### src/rtl/program_loader_pkg.sv
// Shared definitions for the boot-time program loader.
//   state_t        : loader FSM state encoding
//   MEM_SIZE_WORD  : MemSize code for a 32-bit access
//   MEM_RW_WRITE   : MemRW code for a write
package program_loader_pkg;

    typedef enum logic [2:0] {
        ST_IDLE    = 3'd0,
        ST_LEN_HI  = 3'd1,
        ST_LEN_LO  = 3'd2,
        ST_COLLECT = 3'd3,
        ST_WRITE   = 3'd4,
        ST_DONE    = 3'd5,
        ST_ERR     = 3'd6
    } state_t;

    localparam logic [1:0] MEM_SIZE_WORD = 2'b10;
    localparam logic       MEM_RW_WRITE  = 1'b0;

endpackage

### src/rtl/program_loader_if.sv
// Byte-stream and memory-write signals of the program loader.
//   RxData/RxValid/RxReady : incoming length-prefixed byte stream
//   MemAddr/MemData/MemMOV/MemRW/MemSize/MOC : memory write handshake
// modport master : the loader (accepts bytes, issues memory writes)
// modport slave  : the environment (byte source and memory)
interface program_loader_if;

    logic [7:0]  RxData;
    logic        RxValid;
    logic        RxReady;
    logic        MOC;
    logic [31:0] MemAddr;
    logic [31:0] MemData;
    logic        MemMOV;
    logic        MemRW;
    logic [1:0]  MemSize;

    modport master (
        input  RxData, RxValid, MOC,
        output RxReady, MemAddr, MemData, MemMOV, MemRW, MemSize
    );

    modport slave (
        output RxData, RxValid, MOC,
        input  RxReady, MemAddr, MemData, MemMOV, MemRW, MemSize
    );

endinterface

### src/rtl/loader_word_packer.sv
// Packs bytes into a big-endian 32-bit word, first byte in bits [31:24].
//   clk_sys   : clock
//   rst_b     : asynchronous reset, active-low
//   clear     : empty the word and restart at lane 0
//   byte_en   : insert byte_in at the current lane
//   byte_in   : byte to insert
//   word      : packed word; lanes not yet written read as zero
//   word_full : the byte being inserted this cycle completes the word
module loader_word_packer (
    input  logic        clk_sys,
    input  logic        rst_b,
    input  logic        clear,
    input  logic        byte_en,
    input  logic [7:0]  byte_in,
    output logic [31:0] word,
    output logic        word_full
);

    logic [1:0] lane;

    // Zero-fill of a short final word comes for free: the word is cleared
    // before each new word and only written lanes change.
    always_ff @(posedge clk_sys or negedge rst_b) begin
        if (!rst_b) begin
            word <= '0;
            lane <= '0;
        end else if (clear) begin
            word <= '0;
            lane <= '0;
        end else if (byte_en) begin
            case (lane)
                2'd0:    word[31:24] <= byte_in;
                2'd1:    word[23:16] <= byte_in;
                2'd2:    word[15:8]  <= byte_in;
                default: word[7:0]   <= byte_in;
            endcase
            lane <= lane + 2'd1;
        end
    end

    assign word_full = byte_en && (lane == 2'd3);

endmodule

### src/rtl/program_loader.sv
// Boot-time program loader. Takes a 16-bit big-endian length followed by
// that many image bytes, writes them as 32-bit words from address 0 and
// keeps the CPU in clear until the whole image is in memory.
//   CLK     : clock
//   CLR     : asynchronous reset, active-low
//   Start   : single-cycle pulse beginning a load
//   bus     : byte stream and memory write handshake (master side)
//   CpuHold : 1 keeps the CPU in clear
//   Done    : load completed (held until next Start)
//   Error   : load aborted (held until next Start)
//
// state      | meaning
// -----------+------------------------------------------------------
// ST_IDLE    | after reset, waiting for Start
// ST_LEN_HI  | accepting length byte [15:8]
// ST_LEN_LO  | accepting length byte [7:0], then range-check
// ST_COLLECT | accepting image bytes into the packer
// ST_WRITE   | MemMOV high, waiting for MOC or timeout
// ST_DONE    | image written, CPU released
// ST_ERR     | bad length or memory timeout, CPU held
module program_loader
    import program_loader_pkg::*;
#(
    parameter int unsigned MEM_BYTES   = 256,
    parameter int unsigned MOC_TIMEOUT = 15
) (
    input  logic             CLK,
    input  logic             CLR,
    input  logic             Start,
    program_loader_if.master bus,
    output logic             CpuHold,
    output logic             Done,
    output logic             Error
);

    localparam int unsigned      TMO_W    = $clog2(MOC_TIMEOUT + 1);
    localparam logic [TMO_W-1:0] TMO_LAST = TMO_W'(MOC_TIMEOUT - 1);

    state_t            state;
    state_t            state_nxt;
    logic [7:0]        len_hi;
    logic [15:0]       rem;
    logic [31:0]       addr;
    logic [TMO_W-1:0]  tmo;

    logic              rx_ready;
    logic              mov;
    logic              hold;
    logic              done_flag;
    logic              err_flag;
    logic              accept;
    logic              start_load;
    logic              write_ok;
    logic [15:0]       len_in;
    logic              pk_clear;
    logic              pk_byte_en;
    logic              pk_full;
    logic [31:0]       pk_word;

    assign accept     = bus.RxValid && rx_ready;
    assign start_load = Start && (state == ST_IDLE || state == ST_DONE || state == ST_ERR);
    assign write_ok   = (state == ST_WRITE) && bus.MOC;
    assign len_in     = {len_hi, bus.RxData};
    assign pk_clear   = start_load || write_ok;
    assign pk_byte_en = accept && (state == ST_COLLECT);

    loader_word_packer u_packer (
        .clk_sys   (CLK),
        .rst_b     (CLR),
        .clear     (pk_clear),
        .byte_en   (pk_byte_en),
        .byte_in   (bus.RxData),
        .word      (pk_word),
        .word_full (pk_full)
    );

    always_ff @(posedge CLK or negedge CLR) begin
        if (!CLR) begin
            state  <= ST_IDLE;
            len_hi <= '0;
            rem    <= '0;
            addr   <= '0;
            tmo    <= '0;
        end else begin
            state <= state_nxt;
            if (start_load) begin
                len_hi <= '0;
                rem    <= '0;
                addr   <= '0;
                tmo    <= '0;
            end
            case (state)
                ST_LEN_HI: if (accept) len_hi <= bus.RxData;
                ST_LEN_LO: if (accept) rem <= len_in;
                ST_COLLECT: begin
                    if (accept) begin
                        rem <= rem - 16'd1;
                        tmo <= '0;
                    end
                end
                ST_WRITE: begin
                    if (bus.MOC) begin
                        addr <= addr + 32'd4;
                        tmo  <= '0;
                    end else begin
                        tmo  <= tmo + TMO_W'(1);
                    end
                end
                default: ;
            endcase
        end
    end

    always_comb begin
        state_nxt = state;
        rx_ready  = 1'b0;
        mov       = 1'b0;
        hold      = 1'b1;
        done_flag = 1'b0;
        err_flag  = 1'b0;
        case (state)
            ST_IDLE: begin
                if (Start) state_nxt = ST_LEN_HI;
            end
            ST_LEN_HI: begin
                rx_ready = 1'b1;
                if (accept) state_nxt = ST_LEN_LO;
            end
            ST_LEN_LO: begin
                rx_ready = 1'b1;
                // Range check uses the incoming low byte so the decision
                // lands in the cycle right after the length completes.
                if (accept) begin
                    if (len_in == 16'd0)
                        state_nxt = ST_DONE;
                    else if (32'(len_in) > MEM_BYTES)
                        state_nxt = ST_ERR;
                    else
                        state_nxt = ST_COLLECT;
                end
            end
            ST_COLLECT: begin
                rx_ready = 1'b1;
                if (accept && (pk_full || rem == 16'd1)) state_nxt = ST_WRITE;
            end
            ST_WRITE: begin
                mov = 1'b1;
                // MOC is tested first so it wins over a coincident timeout.
                if (bus.MOC)
                    state_nxt = (rem != 16'd0) ? ST_COLLECT : ST_DONE;
                else if (tmo == TMO_LAST)
                    state_nxt = ST_ERR;
            end
            ST_DONE: begin
                hold      = 1'b0;
                done_flag = 1'b1;
                if (Start) state_nxt = ST_LEN_HI;
            end
            ST_ERR: begin
                err_flag = 1'b1;
                if (Start) state_nxt = ST_LEN_HI;
            end
            default: state_nxt = ST_IDLE;
        endcase
    end

    assign bus.RxReady = rx_ready;
    assign bus.MemMOV  = mov;
    assign bus.MemRW   = MEM_RW_WRITE;
    assign bus.MemSize = MEM_SIZE_WORD;
    assign bus.MemAddr = addr;
    assign bus.MemData = pk_word;
    assign CpuHold     = hold;
    assign Done        = done_flag;
    assign Error       = err_flag;

endmodule

### src/flat_wrapper.sv
// flat-port wrapper written by rule: the top's interface ports become plain ports
module program_loader_flat import program_loader_pkg::*;
#(
    parameter int unsigned MEM_BYTES   = 256,
    parameter int unsigned MOC_TIMEOUT = 15
)
  (CLK, CLR, Start, CpuHold, Done, Error, bus_RxData, bus_RxValid, bus_MOC, bus_RxReady, bus_MemAddr, bus_MemData, bus_MemMOV, bus_MemRW, bus_MemSize);
  program_loader_if bus_i ();
  input  logic CLK;
  input  logic CLR;
  input  logic Start;
  output logic CpuHold;
  output logic Done;
  output logic Error;
  input wire logic [$bits(bus_i.RxData)-1:0] bus_RxData;
  input wire logic [$bits(bus_i.RxValid)-1:0] bus_RxValid;
  input wire logic [$bits(bus_i.MOC)-1:0] bus_MOC;
  output wire logic [$bits(bus_i.RxReady)-1:0] bus_RxReady;
  output wire logic [$bits(bus_i.MemAddr)-1:0] bus_MemAddr;
  output wire logic [$bits(bus_i.MemData)-1:0] bus_MemData;
  output wire logic [$bits(bus_i.MemMOV)-1:0] bus_MemMOV;
  output wire logic [$bits(bus_i.MemRW)-1:0] bus_MemRW;
  output wire logic [$bits(bus_i.MemSize)-1:0] bus_MemSize;
  assign bus_i.RxData = bus_RxData;
  assign bus_i.RxValid = bus_RxValid;
  assign bus_i.MOC = bus_MOC;
  assign bus_RxReady = bus_i.RxReady;
  assign bus_MemAddr = bus_i.MemAddr;
  assign bus_MemData = bus_i.MemData;
  assign bus_MemMOV = bus_i.MemMOV;
  assign bus_MemRW = bus_i.MemRW;
  assign bus_MemSize = bus_i.MemSize;
  program_loader #(.MEM_BYTES(MEM_BYTES), .MOC_TIMEOUT(MOC_TIMEOUT)) u_core (.CLK(CLK), .CLR(CLR), .Start(Start), .bus(bus_i), .CpuHold(CpuHold), .Done(Done), .Error(Error));
endmodule
### config.mk
export PLATFORM = sky130hd
export DESIGN_NAME = program_loader_flat
export DESIGN_NICKNAME = d
export VERILOG_FILES = /design/src/rtl/program_loader_pkg.sv /design/src/rtl/program_loader_if.sv /design/src/rtl/loader_word_packer.sv /design/src/rtl/program_loader.sv /design/src/flat_wrapper.sv
export SDC_FILE = /design/constraint.sdc
export NUM_CORES = 1
export LEC_CHECK = 0
export CORE_MARGIN = 10
export CORE_UTILIZATION = 45
export DETAILED_ROUTE_END_ITERATION = 6
export GPL_TIMING_DRIVEN = 0
export PLACE_DENSITY = 0.67
export REMOVE_ABC_BUFFERS = 1
export SYNTH_ARGS = -nofsm -noshare
export SYNTH_HDL_FRONTEND = slang
export SYNTH_HIERARCHICAL = 1
export SYNTH_SLANG_ARGS = --single-unit
### constraint.sdc
create_clock -name CLK -period 3.2 [get_ports CLK]
set_clock_uncertainty 0.1 [all_clocks]
set_input_delay 0.64 -clock CLK [delete_from_list [all_inputs] [get_ports CLK]]
set_output_delay 0.64 -clock CLK [all_outputs]
set_load 0.02 [all_outputs]
==> summary.md <==
| Metric | Value |
|---|---|
| CTS HTree Levels | `3` |
| Top cell by count, worst path | `nand2b_1` |
| Slew @ Worst Pin | `0.920 ns` |
| Total power | `~5.1 mW` |
| Mapped cell area | `between 5000 and 6000 um^2` |
| Max-slew headroom | `0.382` |
| Worst EP required | `around 3.4 ns` |
| Core Region | `~12,000 um^2` |
| Status | `completed` |
| Clk Latency, worst-skew pair | `between 0.3 and 0.4 ns` |
| Sw Ratio | `0.407` |
| Sequential power share | `0.358` |
| Area of the multi-input gates | `roughly 2700 um^2` |
| Count of buffers from port buffering | `81` |
| M3 GR Usage | `0.0579` |
| Power density cells | `a little under 800 nW/um^2` |
| Initial Util | `0.466` |
| NetSw | `2.08 mW` |
| Worst path cell trace | `nand2b_1 -> a311oi_4 -> nor2_2 -> clkinvlp_4 -> nand2b_1 -> mux2i_1` |
| Slew Limit Fails | `0` |
| First-pass GRT wire length | `22.7 mm` |
| Design area | `approximately 6600 um^2` |
| Num CTS Buffers | `9` |
| Layer with the highest usage | `met2` |
| Syn Inst Count | `between 500 and 600` |
| First-pass iteration count of the detailed router | `7` |
| Placed Cells | `approximately 750` |
| Worst Hold Class | `in -> async` |
| Routed wire length | `13.9 mm` |
| Layout cells sized above 1 | `0.0704` |
| Largest net degree at the start of global routing | `70` |
| Most frequent cells in the layout | `95 x dfrtp_1, 80 x clkdlybuf4s50_1, 58 x nand2_1` |
| ANT nets after route | `0` |
| Met1 Resource Use GR | `0.216` |
| Chip width | `approximately 130 um` |
| R2r setup slk | `between 0.2 and 0.25 ns` |
| Yosys warning count | `6` |
| Unrepaired setup endpoints after global routing | `no` |
| Seq/Total Area, Yosys | `0.450` |
| Met2 usage | `0.259` |
| Final WS setup | `0.248 ns` |
| Row count | `39` |
| Number of I/O pins | `85` |
| Final cell count without fillers | `between 700 and 800` |
| Initial drt markers | `280` |
| Worst-path maximum fanout | `35` |
| All-Layer GR Usage | `0.167` |
| Post-CTS setup buffer count | `0` |
| Synth cell types | `just under 70` |
| Highest clock rate | `339 MHz` |
| DR vias/cell | `approximately 5.7` |
| Drt drc | `0` |
| Power share of the combinational group | `0.418` |
| Seq cells post-synth | `97` |
| Max-cap violations | `0` |
| Vias in the first global route | `around 4.4k` |
| Vias | `between 4k and 5k` |
| Root Buffer Master | `clkbuf_16` |
| WP data arrival | `3.12 ns` |
| GRT overflow | `0` |
| Maximum vdd drop | `342 uV` |
| Worst path max stage delay | `around 0.74 ns` |
| CP Capture Type | `flop` |
| # clock sinks | `97` |
| Number of synthesized flops with an enable pin | `0` |
| Full die area | `between 15,000 and 20,000 um^2` |
| Hold Vio Cnt, Final | `0` |
| Pre-CTS setup slack | `-0.383 ns` |
| Lkg Pwr | `just under 3 nW` |
| ANT cells | `0` |
| TritonCTS clock tree | `yes` |
| Average cell area after synthesis | `approximately 10 um^2` |
| Tcrit/Tclk final | `0.923` |
| Async SR Flop Fraction | `1.00` |
| Clock Pin Slew Worst Setup and Hold Paths | `about 0.070 ns` |
| CTS Buffer Depth | `2` |
| Slowest stage cell, crit path | `dfrtp_2` |
| Crit path buffers/inverters | `1` |
| WS Path Type | `reg -> reg` |
| Area after DPL | `just over 6000 um^2` |
| Top cell family by delay on the critical path | `simple AND/OR/NAND/NOR gates` |
| Hold Buf Count CTS | `0` |
| Final setup viols | `0` |
| Fin crit period | `between 2 and 3 ns` |
| Area growth from synthesis to final layout | `21.8%` |
| Fill cells | `roughly 1,000` |
| Most common cell after layout, fill and taps aside | `dfrtp_1` |
| Layout Nets | `roughly 640` |
| Routed len/inst | `18.1 um` |
| Register area | `approximately 2400 um^2` |
| Initial antenna violation count | `0` |
| DIE HEIGHT | `roughly 130 um` |
| Routability cong. | `~0.96` |
| Post-DP HPWL | `9.78 mm` |
| Internal Power | `a little over 3 mW` |
| Clock share of power | `0.224` |
| Critical Path Start Type | `flop` |
| Top_reg_cell synth | `dfrtp_1` |
## Yosys cell counts, drive strengths merged (2+ instances only)
master / number / share of area
nand2b: 45 / 0.052
nor3: 13 / 0.012
or4: 2 / 0.0035
nand3: 31 / 0.029
clkbuf: 15 / 0.011
dfrtp: 97 / 0.45
or3: 2 / 0.0023
nor2: 35 / 0.028
a21o: 4 / 0.0058
o22ai: 2 / 0.0035
o31ai: 9 / 0.013
nor2b: 4 / 0.0046
and2: 7 / 0.0091
a221o: 3 / 0.0056
nor3b: 4 / 0.0056
nand4: 12 / 0.015
conb: 2 / 0.0014
a311oi: 5 / 0.015
nand2: 61 / 0.044
nor4: 10 / 0.014
o211ai: 8 / 0.011
a211oi: 2 / 0.0028
and3: 6 / 0.0070
buf: 13 / 0.021
mux2i: 48 / 0.089
a31oi: 5 / 0.0058
ha: 11 / 0.026
inv: 16 / 0.011
xor2: 4 / 0.0065
a21oi: 18 / 0.017
o21ai: 26 / 0.024
a22oi: 4 / 0.0056
xnor2: 7 / 0.011
a22o: 2 / 0.0035
o2bb2ai: 2 / 0.0033
## power groups by stage
stage                     clock network, mW  logic (mW)  registers (mW)
after detailed placement                  0        2.11            1.85
after global placement                    0        2.07            1.84
after CTS                              1.17        2.12            1.83
final                                  1.15        2.14            1.83
after global routing                   1.22        2.36            1.88
after floorplan                           0        1.34            1.88
## sequential cells by signal, indices dropped and copies added (netlist names)
| signal | cells |
|---|---|
| u_core/tmo | 4 |
| u_core/state | 3 |
| u_core/rem | 16 |
| u_core/u_packer/word | 32 |
| u_core/bus.MemAddr | 32 |
| u_core/len_hi | 8 |
| u_core/u_packer/lane | 2 |
## cells by family after synthesis
kind of cell,share of synthesized area
AND/OR/NAND/NOR,0.240
flip-flops,0.450
other,0.00139
XOR/XNOR,0.0179
buffers and inverters,0.0432
multiplexers,0.0912
AO/OA/AOI/OAI,0.131
adder cells (fa/ha/maj),0.0255
## per-stage QoR
step / TNS [ns] / util / hold slack [ns]
final: 0 / 0.568 / 0.114
after CTS: 0 / 0.567 / 0.118
after global routing: 0 / 0.568 / 0.134
after floorplan: 0 / - / 0.244
after global placement: -238.73 / 0.537 / 0.368
after detailed placement: -11.84 / 0.539 / 0.375
## worst paths after layout
path	from	cells after the start	to
worst min-delay path	CLR	1	u_core/u_packer/word[15]
worst max-delay path	u_core/state[0]	6	u_core/u_packer/word[14]
worst max register to register	u_core/state[0]	6	u_core/u_packer/word[14]
max in group asynchronous	CLR	2	u_core/state[2]
min in group CLK	u_core/bus.MemAddr[31]	1	u_core/bus.MemAddr[31]
worst min register to register	u_core/bus.MemAddr[31]	1	u_core/bus.MemAddr[31]
## what timing repair did
| item | CTS | global route |
|---|---|---|
| pin swaps | 0 | 0 |
| gates cloned | 0 | 1 |
| resized for setup | 2 | 3 |
| endpoints found under the setup margin | 35 | 33 |
## layer usage
metal | up-vias | routed length (um)
met5 | - | 0
met4 | 0 | 164
met3 | 17 | 1080
met2 | 131 | 6250
met1 | 2151 | 6380
li1 | 2111 | -
## final cells by class
| type | count | area share |
|---|---|---|
| timing repair buffer | 82 | 0.127 |
| timing repair inverter | 1 | 0.00114 |
| clock buffer | 12 | 0.0391 |
| inverter | 16 | 0.00972 |
| tap | 143 | 0.0272 |
| sequential | 97 | 0.370 |
| multi-input combinational | 413 | 0.417 |
| clock inverter | 4 | 0.00876 |
Note: power is estimated with default switching activity, not from simulation.
==> edit (same flow settings) <==
`MOC_TIMEOUT` is set to 15 in 2 places; all go to 30.
--- a/src/rtl/program_loader.sv
+++ b/src/rtl/program_loader.sv
@@ -23,5 +23,5 @@
 #(
     parameter int unsigned MEM_BYTES   = 256,
-    parameter int unsigned MOC_TIMEOUT = 15
+    parameter int unsigned MOC_TIMEOUT = 30
 ) (
     input  logic             CLK,
--- a/src/flat_wrapper.sv
+++ b/src/flat_wrapper.sv
@@ -3,5 +3,5 @@
 #(
     parameter int unsigned MEM_BYTES   = 256,
-    parameter int unsigned MOC_TIMEOUT = 15
+    parameter int unsigned MOC_TIMEOUT = 30
 )
   (CLK, CLR, Start, CpuHold, Done, Error, bus_RxData, bus_RxValid, bus_MOC, bus_RxReady, bus_MemAddr, bus_MemData, bus_MemMOV, bus_MemRW, bus_MemSize);
Formal check against the unedited RTL: no difference found for any inputs over 10 cycles, from zero or initial values; that may be too few to reach the edited logic, so the function may still have changed.
==> edit against the unedited design <==
Area after synthesis grew 0.56%; combinational power shrank 5%; hold slack gained 0.10 ns; critical endpoint is now u_core/rem[3]; critical path type unchanged; routed wire length shrank 0.19%; maximum frequency shrank 1.1%; first-iteration DRC count grew 38%; total power shrank 1.1%; cell area grew 1.3%; setup slack lost 0.034 ns; via count grew 3.1%; largest cell class unchanged; sequential cell count grew 1.
==> edit: results (changes against the unedited design) <==
- Worst vdd ir: 0.431 mV (+26%)
- Commonest cells in the synthesized netlist: dfrtp_1 (98), nand2_1 (70), nand2b_1 (45)
- Synth top area share: 0.452 (+0.00212)
- Post-synthesis compound-gate area fraction: 0.132 (+0.000660)
- Area share of fa/ha/maj cells after synthesis: 0.0231 (-0.00245)
- Global placer's final weighted congestion: 0.888 (-7.5%)
- Average wire per standard cell: 17.6 µm (-2.5%)
- Top post-synthesis cells by area: dfrtp_1 (45%), mux2i_1 (8.1%), nand2b_1 (5.2%)
- CP peak stage delay: 0.82 ns (+0.08 ns)
- DRT Pass-1 Iters: 5 (-2)
- Syn_area_per_cell: 9.61 µm² (-1.4%)
- Largest net degree at the start of global routing: 53 (-24%)
- Placed cell areas: 6280 µm² (+0.74%)
- Vias in the first global route: 4485 (+1.4%)
- Pre-CTS setup slack: -0.508 ns (-0.125 ns)
- NumNets Final: 657 (+2.0%)
- Wire length of the first global-routing pass: 22700 µm (+0.15%)
- Register area share after synthesis: 0.452 (+0.00212)
- Synth cell types: 67 (-1.5%)
- Worst-path maximum fanout: 25 (-29%)
- Cts repair resizes: 3 (+1)
- DR iter-0 viols: 387 (+38%)
- Placed cell count: 765 (+1.9%)
- Status: completed
- Gr usage total: 0.165 (-0.00215)
- Via density: 5.78 (+0.72%)
## edit: cell count changes in the layout (fill, tap and decap cells not counted), moves of 5 or more
cell     delta
nand2_1    +12
o21ai_1     +9
o21ai_0     +8
a21oi_1     -5
a31oi_1     -5
## edit: final timing paths
path	startpoint	end	slack, ns	cells past startpoint
max	u_core/state[1]	u_core/rem[3]	0.21	5
min	CLR	u_core/bus.MemAddr[16]	0.22	1
max reg2reg	u_core/state[1]	u_core/rem[3]	0.21	5
min reg2reg	u_core/bus.MemAddr[1]	u_core/bus.MemAddr[1]	0.39	1
max in group asynchronous	CLR	u_core/rem[14]	2.10	2
min in group CLK	u_core/bus.MemAddr[1]	u_core/bus.MemAddr[1]	0.39	1
## edit: report_power, final
| part | switching (mW) | internal (mW) | leakage, nW |
|---|---|---|---|
| sequential | 0.383 | 1.49 | 1.34 |
| combinational | 1.16 | 0.874 | 1.42 |
| clock | 0.475 | 0.685 | 0.160 |
## edit: cell type report
type | instances | area (µm²)
clock inverter | 7 | 92.6
clock buffer | 9 | 225
tap | 147 | 184
inverter | 15 | 65.1
timing repair buffer | 87 | 893
timing repair inverter | 1 | 7.51
sequential | 98 | 2450
fill | 1074 | 5260
multi-input combinational | 422 | 2730
## edit: per-layer routing
metal  vias up  routed length (µm)  track usage  part of all wire
li1       2131                   -            -                 -
met1      2239                5960        0.213              0.43
met2       157                6620        0.264              0.48
met3        19                1030       0.0430             0.074
met4         0                 231       0.0529             0.017
met5         -                   0            0                 0
## edit: logic make-up (layout without fill, tap and decap cells)
kind of cell / count (synthesis) / in the layout
AOI/OAI and AO/OA: 106 / 106
xor gates and xnor gates: 13 / 13
adders and majority gates: 10 / 10
buffers and inverters: 45 / 119
DFF: 98 / 98
muxes: 44 / 44
other: 2 / 3
and+or+nand+nor: 246 / 246
